## config.mk

```make
export PLATFORM = sky130hd
export DESIGN_NAME = fixp_acc_engine_flat
export DESIGN_NICKNAME = d
export VERILOG_FILES = /design/src/rtl/fixp_acc_engine_if.sv /design/src/rtl/fixp_acc_engine.sv /design/src/flat_wrapper.sv
export SDC_FILE = /design/constraint.sdc
export NUM_CORES = 1
export LEC_CHECK = 0
export CAP_MARGIN = 20
export CORE_UTILIZATION = 40
export DETAILED_ROUTE_END_ITERATION = 6
export GPL_TIMING_DRIVEN = 0
export PLACE_DENSITY = 0.62
export SETUP_SLACK_MARGIN = 0.3
export SYNTH_ARGS = -nofsm -noshare
export SYNTH_HDL_FRONTEND = slang
export SYNTH_SLANG_ARGS = --single-unit
```

## constraint.sdc

```tcl
create_clock -name clk -period 7.2 [get_ports clk]
set_input_delay 2.16 -clock clk [delete_from_list [all_inputs] [get_ports clk]]
set_output_delay 2.16 -clock clk [all_outputs]
set_load 0.005 [all_outputs]
```

## src/rtl/fixp_acc_engine_if.sv

```systemverilog
// Sample stream and cache port bundle for fixp_acc_engine.
//  slave  : engine side (takes samples, drives the cache request port)
//  master : environment side (sample source plus the accumulator cache)
//  s_valid/s_ready/s_bin/s_data      : sample stream, lane0 = s_data[LANE_W-1:0]
//  cache_set_zero                    : clear-all pulse to the cache
//  cache_r_req/cache_r_addr          : hot-line lookup request
//  cache_req_hit/cache_r_data        : hot-line hit flag and contents (combinational on r_addr)
//  cache_w_req/w_addr/w_data/w_ready : hot-line write-back port, w_ready = cache idle
interface fixp_acc_engine_if #(
    parameter int unsigned AW     = 5,
    parameter int unsigned DATA_W = 128
);
    logic              s_valid;
    logic              s_ready;
    logic [AW-1:0]     s_bin;
    logic [DATA_W-1:0] s_data;

    logic              cache_set_zero;
    logic              cache_r_req;
    logic [AW-1:0]     cache_r_addr;
    logic              cache_req_hit;
    logic [DATA_W-1:0] cache_r_data;
    logic              cache_w_req;
    logic [AW-1:0]     cache_w_addr;
    logic [DATA_W-1:0] cache_w_data;
    logic              cache_w_ready;

    modport slave (
        input  s_valid, s_bin, s_data,
        input  cache_req_hit, cache_r_data, cache_w_ready,
        output s_ready,
        output cache_set_zero, cache_r_req, cache_r_addr,
        output cache_w_req, cache_w_addr, cache_w_data
    );

    modport master (
        output s_valid, s_bin, s_data,
        output cache_req_hit, cache_r_data, cache_w_ready,
        input  s_ready,
        input  cache_set_zero, cache_r_req, cache_r_addr,
        input  cache_w_req, cache_w_addr, cache_w_data
    );
endinterface

```

## src/rtl/fixp_acc_engine.sv

```systemverilog
// Read-modify-write engine in front of the fixed-point accumulator cache.
// Each accepted (bin, vector) sample is added lane-wise with signed saturation
// to the cached bin contents and written back to the hot line.
//  clk, rstn  : clock, synchronous active-low reset
//  clr        : one-cycle pulse, zeroes the cache (via cache_set_zero) and counters
//  bus        : sample stream + cache port (slave modport)
//  busy       : a sample is in flight
//  acc_count  : samples accumulated since reset/clr (wraps)
//  sat_count  : lanes clipped since reset/clr (saturates)
module fixp_acc_engine #(
    parameter int unsigned DEPTH  = 32,
    parameter int unsigned DATA_W = 128,
    parameter int unsigned LANE_W = 32
) (
    input  logic                  clk,
    input  logic                  rstn,
    input  logic                  clr,
    fixp_acc_engine_if.slave      bus,
    output logic                  busy,
    output logic [31:0]           acc_count,
    output logic [31:0]           sat_count
);
    localparam int unsigned AW    = (DEPTH > 1) ? $clog2(DEPTH) : 1;
    localparam int unsigned LANES = DATA_W / LANE_W;
    localparam int unsigned CW    = $clog2(LANES + 1);
    localparam int unsigned CNT_W = 32;

    typedef enum logic [1:0] {
        IDLE   = 2'd0,
        LOOKUP = 2'd1,
        WRITE  = 2'd2
    } state_t;

    state_t            state_q, state_d;
    logic              accept_c, load_sum_c;

    logic [AW-1:0]     hold_bin_q;
    logic [DATA_W-1:0] hold_data_q;
    logic [DATA_W-1:0] sum_q, sum_c;
    logic [CW-1:0]     clip_q, clip_c;

    logic              s_ready_q, set_zero_q, r_req_q, w_req_q, busy_q;
    logic [CNT_W-1:0]  acc_count_q, sat_count_q;
    logic [CNT_W:0]    sat_sum_c;

    logic [LANE_W-1:0] lane_a, lane_b;
    logic [LANE_W:0]   lane_sum;

    // State register
    always_ff @(posedge clk) begin
        if (!rstn) state_q <= IDLE;
        else       state_q <= state_d;
    end

    // Next state; clr overrides everything and drops the sample in flight
    always_comb begin
        state_d    = state_q;
        accept_c   = 1'b0;
        load_sum_c = 1'b0;
        unique case (state_q)
            IDLE: begin
                if (bus.s_valid && s_ready_q) begin
                    accept_c = 1'b1;
                    state_d  = LOOKUP;
                end
            end
            LOOKUP: begin
                if (bus.cache_req_hit && bus.cache_w_ready) begin
                    load_sum_c = 1'b1;
                    state_d    = WRITE;
                end
            end
            WRITE:   state_d = IDLE;
            default: state_d = IDLE;
        endcase
        if (clr) begin
            state_d    = IDLE;
            accept_c   = 1'b0;
            load_sum_c = 1'b0;
        end
    end

    // Lane-wise add in LANE_W+1 bits; a carry/sign disagreement means overflow
    always_comb begin
        sum_c    = '0;
        clip_c   = '0;
        lane_a   = '0;
        lane_b   = '0;
        lane_sum = '0;
        for (int unsigned i = 0; i < LANES; i++) begin
            lane_a   = bus.cache_r_data[i*LANE_W +: LANE_W];
            lane_b   = hold_data_q[i*LANE_W +: LANE_W];
            lane_sum = {lane_a[LANE_W-1], lane_a} + {lane_b[LANE_W-1], lane_b};
            if (lane_sum[LANE_W] != lane_sum[LANE_W-1]) begin
                sum_c[i*LANE_W +: LANE_W] = lane_sum[LANE_W] ? {1'b1, {(LANE_W-1){1'b0}}}
                                                             : {1'b0, {(LANE_W-1){1'b1}}};
                clip_c = clip_c + CW'(1);
            end else begin
                sum_c[i*LANE_W +: LANE_W] = lane_sum[LANE_W-1:0];
            end
        end
    end

    assign sat_sum_c = {1'b0, sat_count_q} + (CNT_W+1)'(clip_q);

    // Datapath, counters and registered outputs decoded from the next state
    always_ff @(posedge clk) begin
        if (!rstn) begin
            hold_bin_q  <= '0;
            hold_data_q <= '0;
            sum_q       <= '0;
            clip_q      <= '0;
            s_ready_q   <= 1'b1;
            set_zero_q  <= 1'b0;
            r_req_q     <= 1'b0;
            w_req_q     <= 1'b0;
            busy_q      <= 1'b0;
            acc_count_q <= '0;
            sat_count_q <= '0;
        end else begin
            s_ready_q  <= (state_d == IDLE) && !clr;
            set_zero_q <= clr;
            r_req_q    <= (state_d == LOOKUP) || (state_d == WRITE);
            w_req_q    <= (state_d == WRITE);
            busy_q     <= (state_d != IDLE);
            if (accept_c) begin
                hold_bin_q  <= bus.s_bin;
                hold_data_q <= bus.s_data;
            end
            if (load_sum_c) begin
                sum_q  <= sum_c;
                clip_q <= clip_c;
            end
            if (clr) begin
                acc_count_q <= '0;
                sat_count_q <= '0;
            end else if (state_q == WRITE) begin
                acc_count_q <= acc_count_q + CNT_W'(1);
                sat_count_q <= sat_sum_c[CNT_W] ? {CNT_W{1'b1}} : sat_sum_c[CNT_W-1:0];
            end
        end
    end

    // Read and write share the held bin so the write lands on the hot line
    assign bus.s_ready        = s_ready_q;
    assign bus.cache_set_zero = set_zero_q;
    assign bus.cache_r_req    = r_req_q;
    assign bus.cache_r_addr   = hold_bin_q;
    assign bus.cache_w_req    = w_req_q;
    assign bus.cache_w_addr   = hold_bin_q;
    assign bus.cache_w_data   = sum_q;
    assign busy               = busy_q;
    assign acc_count          = acc_count_q;
    assign sat_count          = sat_count_q;
endmodule

```

## src/flat_wrapper.sv

```systemverilog
// flat-port wrapper written by rule: the top's interface ports become plain ports
module fixp_acc_engine_flat 
#(
    parameter int unsigned DEPTH  = 32,
    parameter int unsigned DATA_W = 128,
    parameter int unsigned LANE_W = 32
)
  (clk, rstn, clr, busy, acc_count, sat_count, bus_s_valid, bus_s_bin, bus_s_data, bus_cache_req_hit, bus_cache_r_data, bus_cache_w_ready, bus_s_ready, bus_cache_set_zero, bus_cache_r_req, bus_cache_r_addr, bus_cache_w_req, bus_cache_w_addr, bus_cache_w_data);
  fixp_acc_engine_if #(.AW((5)), .DATA_W(DATA_W)) bus_i ();
  input  logic clk;
  input  logic rstn;
  input  logic clr;
  output logic busy;
  output logic [31:0] acc_count;
  output logic [31:0] sat_count;
  input wire logic [$bits(bus_i.s_valid)-1:0] bus_s_valid;
  input wire logic [$bits(bus_i.s_bin)-1:0] bus_s_bin;
  input wire logic [$bits(bus_i.s_data)-1:0] bus_s_data;
  input wire logic [$bits(bus_i.cache_req_hit)-1:0] bus_cache_req_hit;
  input wire logic [$bits(bus_i.cache_r_data)-1:0] bus_cache_r_data;
  input wire logic [$bits(bus_i.cache_w_ready)-1:0] bus_cache_w_ready;
  output wire logic [$bits(bus_i.s_ready)-1:0] bus_s_ready;
  output wire logic [$bits(bus_i.cache_set_zero)-1:0] bus_cache_set_zero;
  output wire logic [$bits(bus_i.cache_r_req)-1:0] bus_cache_r_req;
  output wire logic [$bits(bus_i.cache_r_addr)-1:0] bus_cache_r_addr;
  output wire logic [$bits(bus_i.cache_w_req)-1:0] bus_cache_w_req;
  output wire logic [$bits(bus_i.cache_w_addr)-1:0] bus_cache_w_addr;
  output wire logic [$bits(bus_i.cache_w_data)-1:0] bus_cache_w_data;
  assign bus_i.s_valid = bus_s_valid;
  assign bus_i.s_bin = bus_s_bin;
  assign bus_i.s_data = bus_s_data;
  assign bus_i.cache_req_hit = bus_cache_req_hit;
  assign bus_i.cache_r_data = bus_cache_r_data;
  assign bus_i.cache_w_ready = bus_cache_w_ready;
  assign bus_s_ready = bus_i.s_ready;
  assign bus_cache_set_zero = bus_i.cache_set_zero;
  assign bus_cache_r_req = bus_i.cache_r_req;
  assign bus_cache_r_addr = bus_i.cache_r_addr;
  assign bus_cache_w_req = bus_i.cache_w_req;
  assign bus_cache_w_addr = bus_i.cache_w_addr;
  assign bus_cache_w_data = bus_i.cache_w_data;
  fixp_acc_engine #(.DEPTH(DEPTH), .DATA_W(DATA_W), .LANE_W(LANE_W)) u_core (.clk(clk), .rstn(rstn), .clr(clr), .bus(bus_i), .busy(busy), .acc_count(acc_count), .sat_count(sat_count));
endmodule
```

==> metrics.cfg, run 1 <==
[status]
status=finished, final reports clean

[clocking]
htreeDepth=2
clk_latency_ps=580
post_cts_buffers=0
clkTransAtPathRegs_ps=60
cts_root_buf=clkbuf_16
clockBufferDepth=3
cts_tree=yes
numCtsBuffers=41
clkSinkCount=335

[global_route]
antenna_found_initial=15
grt_usage_pct=27.1
grt_max_degree=13
first_global_vias=19500
grt_overflow=0
grt_pass1_wl_um=108000

[layout]
finalInstanceArea_um2=27200
nFillCells=4687
fin_util_pct=55.3
final_nets=3468
layout_common_cells=clkdlybuf4s50_1 (473), a21oi_1 (441), nand2_1 (381)
synthToLayoutAreaGrowth_pct=35.3
layout_commonest_cell=clkdlybuf4s50_1
drive_gt1_share_pct=3.75

[route]
drtPass1Iterations=7
drt_iter0_drc=1009
drc=0
wl_per_cell_um=19.0
final_antenna_net_count=0
totalWireLength_um=71700
vias_per_cell=5.45
vias=20500

[synth]
synthArstFlopShare_pct=0
synth_cell_type_count=78
syn_avg_cell_area_um2=7.92
synth_edf_count=0
yosys_most_used_dff=dfxtp_1
synthCells=2542
syn_nets=2951
synth-seq-cells=335
synth-seq-area-share_pct=33.3
yosys_warnings=0
synth_area_um2=20100

[timing]
worst_pin_slew_ps=1070
slew_viol_final=0
hold_violations=0
slew_headroom_pct=28.8
skew_ps=15.4
grt_setup_unrepaired=false
setup_viol=0
min_period_ps=6660
setup_slack_ps=541
tns_ps=0
fin_crit_sh_pct=92.5
max_freq_mhz=150

[worst_setup_path]
worst_r2r_startpoint=u_core.hold_data_q[0]$_SDFFE_PN0P_
end_kind=flop
r2r_slack_ps=2270
arrival_ps=7110
path_cells=clkdlybuf4s50_1, ha_1, inv_1, fa_1, nor2b_1, o21ai_0, a21boi_0, o211ai_1, nand2_1, o2111ai_1, a211oi_1, or2_2, clkbuf_1, xnor2_1, ha_1, xnor3_1, ha_1, a41oi_1, o31ai_1
crit_required_ps=7650
reg2reg_depth=18
slowest_delay_ps=460
start_kind=input pin
crit_path_top_delay_cell=clkdlybuf4s50_1
critical_path.max_fanout=8
cpMostUsedCell=ha_1
crit_type=input pin to flop
timing.rr.end=u_core.clip_q[1]$_SDFFE_PN0P_

[placed_design]
placed_area_um2=25700
io_buffer_count=473
hpwl_um=56700
dpl_worst_slack_ps=-16.3
gp_congestion=0.934

[pwr]
p_leak_nw=10.5
ir_drop_v=0.000152
total_power_mw=5.23
power_density_nw_per_um2=192

[die]
rows=81
die_w_um=226
die_y_um=226
dieArea_um2=51200
coreArea_um2=49300
start_util_pct=40.9
ioPinCount=474

[job]
drv_cap=0

[worst_hold_path]
holdPathStages=2
hold_end=u_core.hold_data_q[69]$_SDFFE_PN0P_
hp-class=flop to flop
hold_path_startpoint=u_core.hold_data_q[69]$_SDFFE_PN0P_

## critical path: cells and delay by family
kind	cells	cell delay, ps
buffers and inverters	3	890
AO/OA/AOI/OAI	7	1600
adder cells (fa/ha/maj)	4	1240
XOR/XNOR	2	670
AND/OR/NAND/NOR	3	540
## repair_timing
action,in CTS,in global routing
resized for setup,0,1
setup endpoints to repair,0,2
hold buffers,0,0
## cells by family (layout without fill, tap and decap cells)
logic type | after synthesis | count (layout) | share of synthesized area [%]
adder cells (fa/ha/maj) | 227 | 227 | 13.2
other | 0 | 10 | 0
AND/OR/NAND/NOR | 703 | 703 | 15.6
AO/OA/AOI/OAI | 898 | 898 | 25.9
flip-flops | 335 | 335 | 33.3
buffers and inverters | 208 | 758 | 4.22
multiplexers | 5 | 5 | 0.255
XOR/XNOR | 166 | 166 | 7.46
## power by group
part	switching [mW]	internal [mW]
sequential	0.0279	1.90
combinational	0.564	0.476
clock	0.853	1.41
## synth_stat cells (22+ instances only)
cell / count / area [um^2]
ha_1: 137 / 1710
clkbuf_1: 123 / 462
nand3_1: 41 / 205
nand4_1: 25 / 156
nand2_1: 381 / 1430
xnor2_1: 75 / 657
maj3_1: 85 / 851
inv_1: 58 / 218
and3_1: 22 / 138
o21ai_0: 229 / 1150
dfxtp_1: 335 / 6710
a21oi_1: 441 / 2210
nor3_1: 32 / 160
nor2_1: 111 / 417
a21o_1: 65 / 488
xor2_1: 88 / 771
## layout make-up
cell class / count / area (um^2) / share of cell area [%]
Antenna cell: 10 / 25.0 / 0.0919
Buffer: 147 / 619 / 2.28
Clock buffer: 62 / 1250 / 4.58
Clock inverter: 14 / 231 / 0.850
Inverter: 61 / 229 / 0.841
Multi-Input combinational cell: 1999 / 12600 / 46.2
Sequential cell: 335 / 6710 / 24.6
Tap cell: 664 / 831 / 3.05
Timing Repair Buffer: 474 / 4750 / 17.5
## layer usage
| metal | share of wire [%] | track usage, % | up-vias | routed length, um |
|---|---|---|---|---|
| met5 | 0.088 | 0 | - | 63 |
| met4 | 3.9 | 11.3 | 10 | 2810 |
| met3 | 7.4 | 6.63 | 143 | 5320 |
| met2 | 46 | 44.8 | 652 | 32800 |
| met1 | 43 | 33.4 | 9612 | 30700 |
| li1 | - | - | 10100 | - |
## how the worst max path moves through the flow
stage	endpoint	start
floorplan	u_core.clip_q[2]$_SDFFE_PN0P_	bus_cache_r_data[32]
global placement	u_core.clip_q[2]$_SDFFE_PN0P_	bus_cache_r_data[32]
detailed placement	u_core.clip_q[2]$_SDFFE_PN0P_	bus_cache_r_data[32]
CTS	u_core.clip_q[2]$_SDFFE_PN0P_	bus_cache_r_data[32]
global route	u_core.clip_q[2]$_SDFFE_PN0P_	bus_cache_r_data[0]
finish	u_core.clip_q[1]$_SDFFE_PN0P_	bus_cache_r_data[0]
## per-stage QoR
step,hold WS (ps),instances
after floorplan,440,2542
after global placement,447,3679
after detailed placement,453,3680
after CTS,460,3756
after global routing,468,3765
final,458,3766
## flip-flops by register name, indices dropped and copies added, names as in the netlist
name / count
u_core.bus.cache_w_data: 128
u_core.hold_data_q: 128
u_core.acc_count: 32
u_core.sat_count: 32
u_core.bus.cache_r_addr: 5
u_core.clip_q: 3
u_core.state_q: 2
u_core.bus.cache_r_req: 1
u_core.bus.cache_set_zero: 1
u_core.bus.cache_w_req: 1
u_core.bus.s_ready: 1
u_core.busy: 1
Note: power is estimated with default switching activity, not from simulation.
==> run 2, diff against run 1 <==
--- a/config.mk
+++ b/config.mk
@@ -6,10 +6,10 @@
 export NUM_CORES = 1
 export LEC_CHECK = 0
 export CAP_MARGIN = 20
-export CORE_UTILIZATION = 40
+export CORE_UTILIZATION = 41
 export DETAILED_ROUTE_END_ITERATION = 6
 export GPL_TIMING_DRIVEN = 0
-export PLACE_DENSITY = 0.62
+export PLACE_DENSITY = 0.64
 export SETUP_SLACK_MARGIN = 0.3
 export SYNTH_ARGS = -nofsm -noshare
 export SYNTH_HDL_FRONTEND = slang
==> metrics.cfg, run 2 (synthesis gave the netlist of run 1 again) <==
[timing]
max_freq_mhz=154
slew_viol_final=0
min_period_ps=6480
setup_viol=0
fin_crit_sh_pct=90.1
grt_setup_unrepaired=false
hold_violations=0
skew_ps=22.1
slew_headroom_pct=22.0
tns_ps=0
worst_pin_slew_ps=1170

[worst_setup_path]
critical_path.max_fanout=10
crit_type=input pin to flop
crit_required_ps=7710
arrival_ps=6990
end_kind=flop
start_kind=input pin

[route]
drc=0
vias=20500
totalWireLength_um=71400
final_antenna_net_count=0
drtPass1Iterations=5
vias_per_cell=5.52
drt_iter0_drc=1384
wl_per_cell_um=19.2

[clocking]
clk_latency_ps=580
numCtsBuffers=42
clkTransAtPathRegs_ps=50
cts_tree=yes
hold_buffers=0
htreeDepth=2
clkSinkCount=335
cts_root_buf=clkbuf_16
clockBufferDepth=3

[pwr]
power_density_nw_per_um2=190
switchingPower_mw=1.46
p_int_mw=3.70
ir_drop_v=0.000130
sw_frac_of_total_pct=28.2
p_leak_nw=10.5
total_power_mw=5.16
pwr-share-clk_pct=42.6
power_frac_comb_pct=20.1
power_frac_seq_pct=37.3

[layout]
layout_commonest_cell=clkdlybuf4s50_1
multi_input_area_um2=12600
finalInstanceArea_um2=27100
synthToLayoutAreaGrowth_pct=34.6
drive_gt1_share_pct=3.82
instances_no_fill=3711
fin_util_pct=56.4
nFillCells=4444
final_nets=3469
layout_common_cells=clkdlybuf4s50_1 (473), a21oi_1 (441), nand2_1 (381)
seq_area_um2=6710

[placed_design]
gp_congestion=0.923
hpwl_um=56200
place_inst=3631
placed_area_um2=25600
io_buffer_count=473

[die]
ioPinCount=474
dieArea_um2=50000
die_y_um=224
die_w_um=224
rows=80
start_util_pct=41.9
coreArea_um2=48000

[global_route]
grt_usage_pct=27.6
first_global_vias=19600
antenna_found_initial=8
grt_max_degree=14
grt_overflow=0
grt_pass1_wl_um=109000

[job]
drv_cap=0

[worst_hold_path]
hp-class=flop to flop

[status]
status=finished, final reports clean

## run 2: changes by cell type in the layout (fill, tap and decap cells not counted), moves of 2 or more
cell / change
diode_2: -5
clkinv_2: +2
clkbuf_1: -3
clkinvlp_4: +2
bufinv_16: -2
## run 2: what timing repair did
item / in CTS / in global routing
gates resized for setup: 0 / 2
setup buffers: 0 / 0
endpoints found under the setup margin: 0 / 2
## run 2: critical path, cell delays in order
cell,delay (ps)
clkdlybuf4s50_1,430
ha_1,390
a21o_1,180
a21o_1,170
a21o_1,210
a221oi_1,460
o211ai_1,220
o211ai_1,290
mux2i_1,270
nand2_1,90
clkbuf_1,320
xnor2_1,450
ha_1,310
xnor3_1,410
ha_1,220
a211o_1,260
a31oi_1,150
## run 2: per-layer routing
| metal | global-route usage [%] | vias to the layer above | part of all wire (%) |
|---|---|---|---|
| li1 | - | 10100 | - |
| met1 | 34.0 | 9632 | 43 |
| met2 | 47.0 | 646 | 47 |
| met3 | 6.09 | 129 | 6.8 |
| met4 | 9.81 | 6 | 3.3 |
| met5 | 0 | - | 0.057 |
## run 2: cell type report
type | count | area share (%)
tap | 615 | 2.84
sequential | 335 | 24.8
timing repair buffer | 474 | 17.5
clock buffer | 58 | 4.51
antenna | 5 | 0.0462
buffer | 147 | 2.29
multi-input combinational | 1999 | 46.4
inverter | 61 | 0.845
clock inverter | 17 | 0.757
## run 2: worst paths after layout
path / from / to / slack, ps / cells after the start
worst min-delay path: u_core.hold_data_q[74]$_SDFFE_PN0P_ / u_core.hold_data_q[74]$_SDFFE_PN0P_ / 460 / 2
worst max register to register: u_core.hold_data_q[8]$_SDFFE_PN0P_ / u_core.clip_q[2]$_SDFFE_PN0P_ / 2430 / 16
worst max-delay path: bus_cache_r_data[8] / u_core.clip_q[2]$_SDFFE_PN0P_ / 720 / 17
worst min register to register: u_core.hold_data_q[74]$_SDFFE_PN0P_ / u_core.hold_data_q[74]$_SDFFE_PN0P_ / 460 / 2
## run 2: through the flow
step	setup WS (ps)	hold WS, ps
after global placement	23.9	445
after floorplan	1300	440
after CTS	577	458
after global routing	354	472
final	716	459
after detailed placement	-18.5	451
## run 2: power by group through the flow
| stage | clock network [mW] | registers [mW] | logic (mW) |
|---|---|---|---|
| finish | 2.20 | 1.93 | 1.04 |
| floorplan | 0 | 1.96 | 0.650 |
| CTS | 2.24 | 1.93 | 1.03 |
| global route | 2.30 | 1.93 | 1.14 |
| global placement | 0 | 1.96 | 1.01 |
| detailed placement | 0 | 1.97 | 1.03 |
==> run 3, diff against run 2 <==
--- a/config.mk
+++ b/config.mk
@@ -8,7 +8,6 @@
 export CAP_MARGIN = 20
 export CORE_UTILIZATION = 41
 export DETAILED_ROUTE_END_ITERATION = 6
-export GPL_TIMING_DRIVEN = 0
 export PLACE_DENSITY = 0.64
 export SETUP_SLACK_MARGIN = 0.3
 export SYNTH_ARGS = -nofsm -noshare
==> metrics.cfg, run 3 (synthesis gave the netlist of run 1 again) <==
[clocking]
cts_root_buf=clkbuf_16
clkSinkCount=335
htreeDepth=2
cts_resized=0
numCtsBuffers=41
hold_buffers=0
clk_latency_ps=570
post_cts_buffers=0
clkTransAtPathRegs_ps=60
cts_tree=yes
clockBufferDepth=3

[pwr]
power_density_nw_per_um2=195
p_leak_nw=10.4
total_power_mw=5.20
ir_drop_v=0.000160

[worst_setup_path]
cp.buffers_inverters=1
crit_type=input pin to flop
start_kind=input pin
critical_path.max_fanout=5
critPathTopFamily=compound AO/OA/AOI/OAI gates
slowest_delay_ps=450
arrival_ps=6890
crit_required_ps=7690
crit_path_top_delay_cell=a2111oi_0
cpMostUsedCell=ha_1
path_cells=clkdlybuf4s50_1, ha_1, a2111oi_0, o21ai_1, nand4_1, a31oi_1, a311oi_1, nor2_1, and4_1, or3_1, xnor2_1, ha_1, xnor3_1, ha_1, a211o_1, a31oi_1
end_kind=flop

[die]
start_util_pct=41.9
rows=80
dieArea_um2=50000
die_w_um=224
ioPinCount=474
die_y_um=224
coreArea_um2=48000

[global_route]
grt_overflow=0
antenna_found_initial=11
grt_pass1_wl_um=103000
grt_max_degree=117
grt_usage_pct=25.9
first_global_vias=19000

[route]
wl_per_cell_um=18.8
drt_iter0_drc=1092
drc=0
final_antenna_net_count=0
drtPass1Iterations=6
vias=19900
vias_per_cell=5.55
totalWireLength_um=67300

[timing]
min_period_ps=6390
tns_ps=0
max_freq_mhz=156
slew_viol_final=0
grt_setup_unrepaired=false
worst_pin_slew_ps=937
fin_crit_sh_pct=88.8
hold_violations=0
fin_hold_ws_ps=458
slew_headroom_pct=37.5
setup_viol=0
skew_ps=12.8

[layout]
drive_gt1_share_pct=4.29
instances_no_fill=3583
layout_common_cells=clkdlybuf4s50_1 (472), a21oi_1 (441), nand2_1 (381)
fin_util_pct=55.7
synthToLayoutAreaGrowth_pct=32.9
final_nets=3339
layout_commonest_cell=clkdlybuf4s50_1

[placed_design]
place_inst=3500
gp_congestion=0.916
io_buffer_count=473
hpwl_um=50000

[worst_hold_path]
hp-class=flop to flop

[job]
drv_cap=0

[status]
status=finished, final reports clean

## run 3: cell count changes in the layout (fill, tap and decap cells not counted), moves of 2 or more
cell	delta
buf_2	-7
buf_12	+2
diode_2	+3
buf_1	-7
buf_4	+11
bufinv_16	+2
clkbuf_8	-2
clkbuf_1	-127
## run 3: layout make-up
class,count,area [um^2]
well taps,615,769
multi-input cells,1999,12600
clock buffers,55,1220
diodes,8,20.0
clock inverters,18,254
inverters,61,236
repair buffers,492,4920
flip-flops and latches,335,6710
fillers,4529,21300
## run 3: metrics by stage
stage	setup slack, ps	cell area (um^2)
2_1_floorplan	1300	20100
3_3_place_gp	364	25200
3_5_place_dp	329	25200
4_1_cts	879	26700
5_1_grt	580	26700
6_report	806	26700
## run 3: layer usage
layer  track usage (%)  routed length, um
met5                 0                 40
met4              11.0               2740
met3              6.37               4810
met2              42.3              31000
met1              32.4              28700
## run 3: worst paths after layout
kind	depth (start not counted)	slack (ps)	endpoint	startpoint
worst min register to register	2	460	u_core.hold_data_q[84]$_SDFFE_PN0P_	u_core.hold_data_q[84]$_SDFFE_PN0P_
worst max register to register	15	2540	u_core.clip_q[2]$_SDFFE_PN0P_	u_core.hold_data_q[38]$_SDFFE_PN0P_
worst max-delay path	16	810	u_core.clip_q[2]$_SDFFE_PN0P_	bus_cache_r_data[38]
worst min-delay path	2	460	u_core.hold_data_q[84]$_SDFFE_PN0P_	u_core.hold_data_q[84]$_SDFFE_PN0P_
## run 3: power breakdown
group / switching [mW] / internal (mW)
combinational: 0.554 / 0.472
clock: 0.849 / 1.40
sequential: 0.0268 / 1.90
## run 3: worst min-delay path, delay by kind of cell (launching register included)
kind,cells,cell delay (ps)
AND/OR/NAND/NOR,1,50
flip-flops,1,310
AO/OA/AOI/OAI,1,50
==> RTL change 1: new RTL, config.mk and constraints of run 3 <==
`LANE_W` is set to 32 in 2 places; all go to 64.
--- a/src/rtl/fixp_acc_engine.sv
+++ b/src/rtl/fixp_acc_engine.sv
@@ -10,7 +10,7 @@
 module fixp_acc_engine #(
     parameter int unsigned DEPTH  = 32,
     parameter int unsigned DATA_W = 128,
-    parameter int unsigned LANE_W = 32
+    parameter int unsigned LANE_W = 64
 ) (
     input  logic                  clk,
     input  logic                  rstn,
--- a/src/flat_wrapper.sv
+++ b/src/flat_wrapper.sv
@@ -3,7 +3,7 @@
 #(
     parameter int unsigned DEPTH  = 32,
     parameter int unsigned DATA_W = 128,
-    parameter int unsigned LANE_W = 32
+    parameter int unsigned LANE_W = 64
 )
   (clk, rstn, clr, busy, acc_count, sat_count, bus_s_valid, bus_s_bin, bus_s_data, bus_cache_req_hit, bus_cache_r_data, bus_cache_w_ready, bus_s_ready, bus_cache_set_zero, bus_cache_r_req, bus_cache_r_addr, bus_cache_w_req, bus_cache_w_addr, bus_cache_w_data);
   fixp_acc_engine_if #(.AW((5)), .DATA_W(DATA_W)) bus_i ();
Check against the original RTL: not equivalent (a bounded check fails within 4 cycles, from zero or initial values and one cycle with rstn low).
==> RTL change 1 against run 3 <==
Clock power fell by 12%; non-clock buffer count fell by 3; wire length rose by 7.9%; via count rose by 5.3%; sequential cell count fell by 1; power fell by 7.5%; largest cell class unchanged; setup slack improved by 0.69 ns; combinational power fell by 12%; area after synthesis rose by 1.2%; critical path depth fell by 2; final area barely moved; cell count rose by 4.4%; register-to-register slack improved by 0.68 ns.
==> RTL change 1: results (changes against run 3) <==
* Max-Slew Margin vs Limit at 37.68% (+0.18 points)
* First-pass GRT wire length at 113,100 um (+9.4%)
* Worst r2r path cells at 13 (-2)
* Internal power at 3.457 mW (-8.4%)
* Commonest cells post-synth: 526 x nand2_1, 334 x dfxtp_1, 314 x a21oi_1
* WL/cell at 19.39 um (+3.3%)
* First DRT Iteration DRCs at 1,135 (+3.9%)
* DRT Pass-1 Iters at 5 (-1)
* Routed WL at 72,540 um (+7.9%)
* Setup Skew at 0.01439 ns (+0.001633 ns)
* Number of antenna violations at the first check in global routing at 0 (-11)
* Post-DP HPWL at 55,200 um (+10%)
* Total track usage at 28.04% (+2.1 points)
* Nets at 3,455 (+3.5%)
* CP endpoint: u_core.bus.cache_w_data[22]
* Clock buffer count from CTS at 38 (-7.3%)
* Critical-path maximum fanout at 58 (+53)
* Status: finished clean
* Post-synth net total at 3,087 (+4.6%)
* Layout fillers at 4,698 (+3.7%)
* Post-Synth Adder-Cell Area at 8.529% (-4.7 points)
* Mean Syn Cell Area at 7.589 um^2 (-4.1%)
* Worst R2R Setup Slack at 3.22 ns (+0.68 ns)
* Vias in the first global route at 20.59k (+8.6%)
* Routability cong. at 0.9322 (+1.8%)
* Reg-to-Reg Start: u_core.hold_data_q[0]
* Tmin final at 5.702 ns (-0.6922 ns)
* Top post-synthesis cells by area: dfxtp_1 33%, nand2_1 9.7%, ha_1 8.2%
* Final hold slack at 0.4711 ns (+0.01299 ns)
* CP Data Arrival Time at 6.14 ns (-0.75 ns)
* Seq/Total Area, Yosys at 32.84% (-0.49 points)
* Complex-gate fraction of the synthesized area at 27.29% (+1.4 points)
* Mux share of post-synthesis cell area at 0.3073% (+0.052 points)
* ANT cells at 0 (-8)
* Share of cells above drive strength 1 at 3.152% (-1.1 points)
* Maximum VDD drop at 123.9 uV (-22%)
* Dpl ws at 0.9947 ns (+0.6654 ns)
* XOR/XNOR Fraction of Synth Area at 7.055% (-0.41 points)
* CP Launch Point: bus_cache_r_data[0]
* Leak at 10.45 nW (+0.72%)
* Yosys cell types at 68 (-13%)
## RTL change 1: stage by stage
step	util [%]	cell area, um^2
2_1_floorplan	-	20360
3_3_place_gp	52.03	25470
3_5_place_dp	52.03	25470
4_1_cts	54.59	26720
5_1_grt	54.64	26750
6_report	54.64	26750
## RTL change 1: worst min-delay path by stage
| stage | startpoint | endpoint | cells past startpoint |
|---|---|---|---|
| after CTS | u_core.hold_data_q[27] | u_core.hold_data_q[27] | 2 |
| final | u_core.hold_data_q[27] | u_core.hold_data_q[27] | 2 |
| after global routing | u_core.hold_data_q[91] | u_core.hold_data_q[91] | 2 |
| after floorplan | u_core.hold_data_q[120] | u_core.hold_data_q[120] | 2 |
| after global placement | u_core.hold_data_q[37] | u_core.hold_data_q[37] | 2 |
| after detailed placement | u_core.hold_data_q[27] | u_core.hold_data_q[27] | 2 |
## RTL change 1: cell type report
cell class | instances | area, um^2 | share of cell area, %
multi-input combinational | 2149 | 12920 | 48.29
sequential | 334 | 6686 | 25.00
timing repair buffer | 489 | 4913 | 18.37
clock buffer | 57 | 1132 | 4.233
tap | 664 | 830.8 | 3.106
inverter | 39 | 148.9 | 0.5566
clock inverter | 9 | 118.9 | 0.4444
## RTL change 1: logic make-up (layout without fill, tap and decap cells)
group                    after synthesis  count (layout)
AND/OR/NAND/NOR                      929             929
flip-flops                           334             334
multiplexers                           6               6
adder cells (fa/ha/maj)              137             137
AO/OA/AOI/OAI                        913             913
XOR/XNOR                             164             164
buffers and inverters                200             594
## RTL change 1: layer usage
layer  routed length, um  global-route usage, %
met4                2028                  8.975
met5                   0                      0
met3                5212                  6.166
met1               31140                  34.92
met2               34160                  47.78
## RTL change 1: critical path, stage by stage
cell,delay (ns)
clkdlybuf4s50_1,0.41
ha_1,0.25
fa_1,0.44
a211oi_1,0.29
o21ai_1,0.21
o2111ai_1,0.42
a211o_1,0.22
a2111oi_1,0.10
o21a_1,0.26
or2_2,0.34
and3_1,0.21
nor3_4,0.33
buf_12,0.33
a21oi_1,0.12
## RTL change 1: power by group through the flow
| stage | registers, mW | logic, mW | clock network, mW |
|---|---|---|---|
| floorplan | 1.95 | 0.545 | 0 |
| global placement | 1.96 | 0.896 | 0 |
| detailed placement | 1.96 | 0.897 | 0 |
| CTS | 1.92 | 0.905 | 2.02 |
| global route | 1.93 | 1.00 | 2.09 |
| finish | 1.92 | 0.911 | 1.98 |
==> RTL change 2: new RTL, settings of run 3 <==
Without the edit above. Register the output `sat_count` once more, cleared by the reset; this adds one clock of latency there. The other outputs are not delayed to match.
--- a/src/rtl/fixp_acc_engine.sv
+++ b/src/rtl/fixp_acc_engine.sv
@@ -151,6 +151,12 @@
     assign bus.cache_w_data   = sum_q;
     assign busy               = busy_q;
     assign acc_count          = acc_count_q;
-    assign sat_count          = sat_count_q;
+    always_ff @(posedge clk) begin
+        if (!rstn) begin
+            sat_count <= '0;
+        end else begin
+            sat_count <= sat_count_q;
+        end
+    end
 endmodule
 
Check against the original RTL: not equivalent (a bounded check fails within 4 cycles, from zero or initial values and one cycle with rstn low).
==> RTL change 2 against run 3 <==
Clock skew increased by 0.010 ns; fmax rose by 7.1%; final area up 1.1%; first-iteration DRC count fell by 6.3%; cell count grew 1.8%; largest power group unchanged; setup slack better by 0.43 ns; wire length fell by 1.9%; area after synthesis increased by 1.4%; clock power down 2%; sequential cell count grew 32; power up 1.4%.
==> RTL change 2: results (changes against run 3) <==
* Status: finished clean
* Post-synth net total at 2,964 (+0.44%)
* Layout fillers at 4,589 (+1.3%)
* Nets at 3,354 (+0.45%)
* Clock buffer count from CTS at 43 (+4.9%)
* Yosys cell types at 75 (-3.8%)
* DR vias/cell at 5.400 (-2.8%)
* Post-Place Cell Area at 25,560 um^2 (+1.4%)
* First-pass GRT wire length at 102,500 um (-0.94%)
* Pin count of the biggest net entering global routing at 146 (+25%)
* Vias in the first global route at 19.18k (+1.1%)
* Routability cong. at 0.9163 (about the same)
* Final hold slack at 0.4588 ns (+0.0006640 ns)
* Maximum VDD drop at 165.3 uV (+3.4%)
* Crit-path max cell delay at 0.47 ns (+0.02 ns)
* Seq/Total Area, Yosys at 36.01% (+2.7 points)
* Max Fclk at 0.1675 GHz (+7.1%)
* Routed WL at 65,960 um (-1.9%)
* Max-Slew Margin vs Limit at 31.03% (-6.5 points)
* Commonest cells post-synth: 452 x a21oi_1, 367 x dfxtp_1, 361 x nand2_1
* Dpl ws at 0.6507 ns (+0.3215 ns)
* Leak at 10.30 nW (-0.69%)
* WL/cell at 18.08 um (-3.7%)
* Initial Util at 41.59% (-0.29 points)
* Setup Skew at 0.02300 ns (+0.01024 ns)
* Total track usage at 25.24% (-0.67 points)
* First DRT Iteration DRCs at 1,023 (-6.3%)
* Share of cells above drive strength 1 at 4.434% (+0.14 points)
[RTL change 2: cell count changes after synthesis, sizes merged, moves of 8 or more]
cell and change:
a21o -29, a21oi +12, and2 +33, and4 -11
buf +8, dfxtp +32, maj3 -17, nand2 -20
nor2 +21, nor3 -13, o211ai -9, o21ai +19
xnor2 +16, xor2 -12
[RTL change 2: final cells by class]
class	count	area [um^2]	area share [%]
flip-flops and latches	367	7347	27.18
well taps	664	830.8	3.073
multi-input cells	1986	12290	45.47
inverters	54	212.7	0.7869
repair buffers	493	4902	18.13
clock inverters	11	145.1	0.5369
diodes	8	20.02	0.07406
clock buffers	66	1282	4.744
[RTL change 2: cell families after synthesis]
group / synth area share [%]
AO/OA/AOI/OAI: 24.31
XOR/XNOR: 7.286
adder cells (fa/ha/maj): 12.25
buffers and inverters: 3.962
flip-flops: 36.01
multiplexers: 0.1472
AND/OR/NAND/NOR: 16.03
[RTL change 2: final timing paths]
| path | from | to | cells past startpoint |
|---|---|---|---|
| setup / recovery | bus_cache_r_data[0] | u_core.clip_q[2] | 20 |
| hold / removal | u_core.hold_data_q[76] | u_core.hold_data_q[76] | 2 |
| setup reg to reg | u_core.hold_data_q[0] | u_core.clip_q[2] | 19 |
| hold reg to reg | u_core.hold_data_q[76] | u_core.hold_data_q[76] | 2 |
[RTL change 2: layer usage]
layer	vias up	part of all wire, %	global-route usage [%]
li1	9765	-	-
met1	9256	42	30.33
met2	532	47	42.36
met3	131	7.2	7.275
met4	20	3.2	9.677
met5	-	0.19	0
[RTL change 2: power by group]
| group | internal, mW | switching, mW |
|---|---|---|
| combinational | 0.443 | 0.526 |
| clock | 1.30 | 0.902 |
| sequential | 2.07 | 0.0269 |
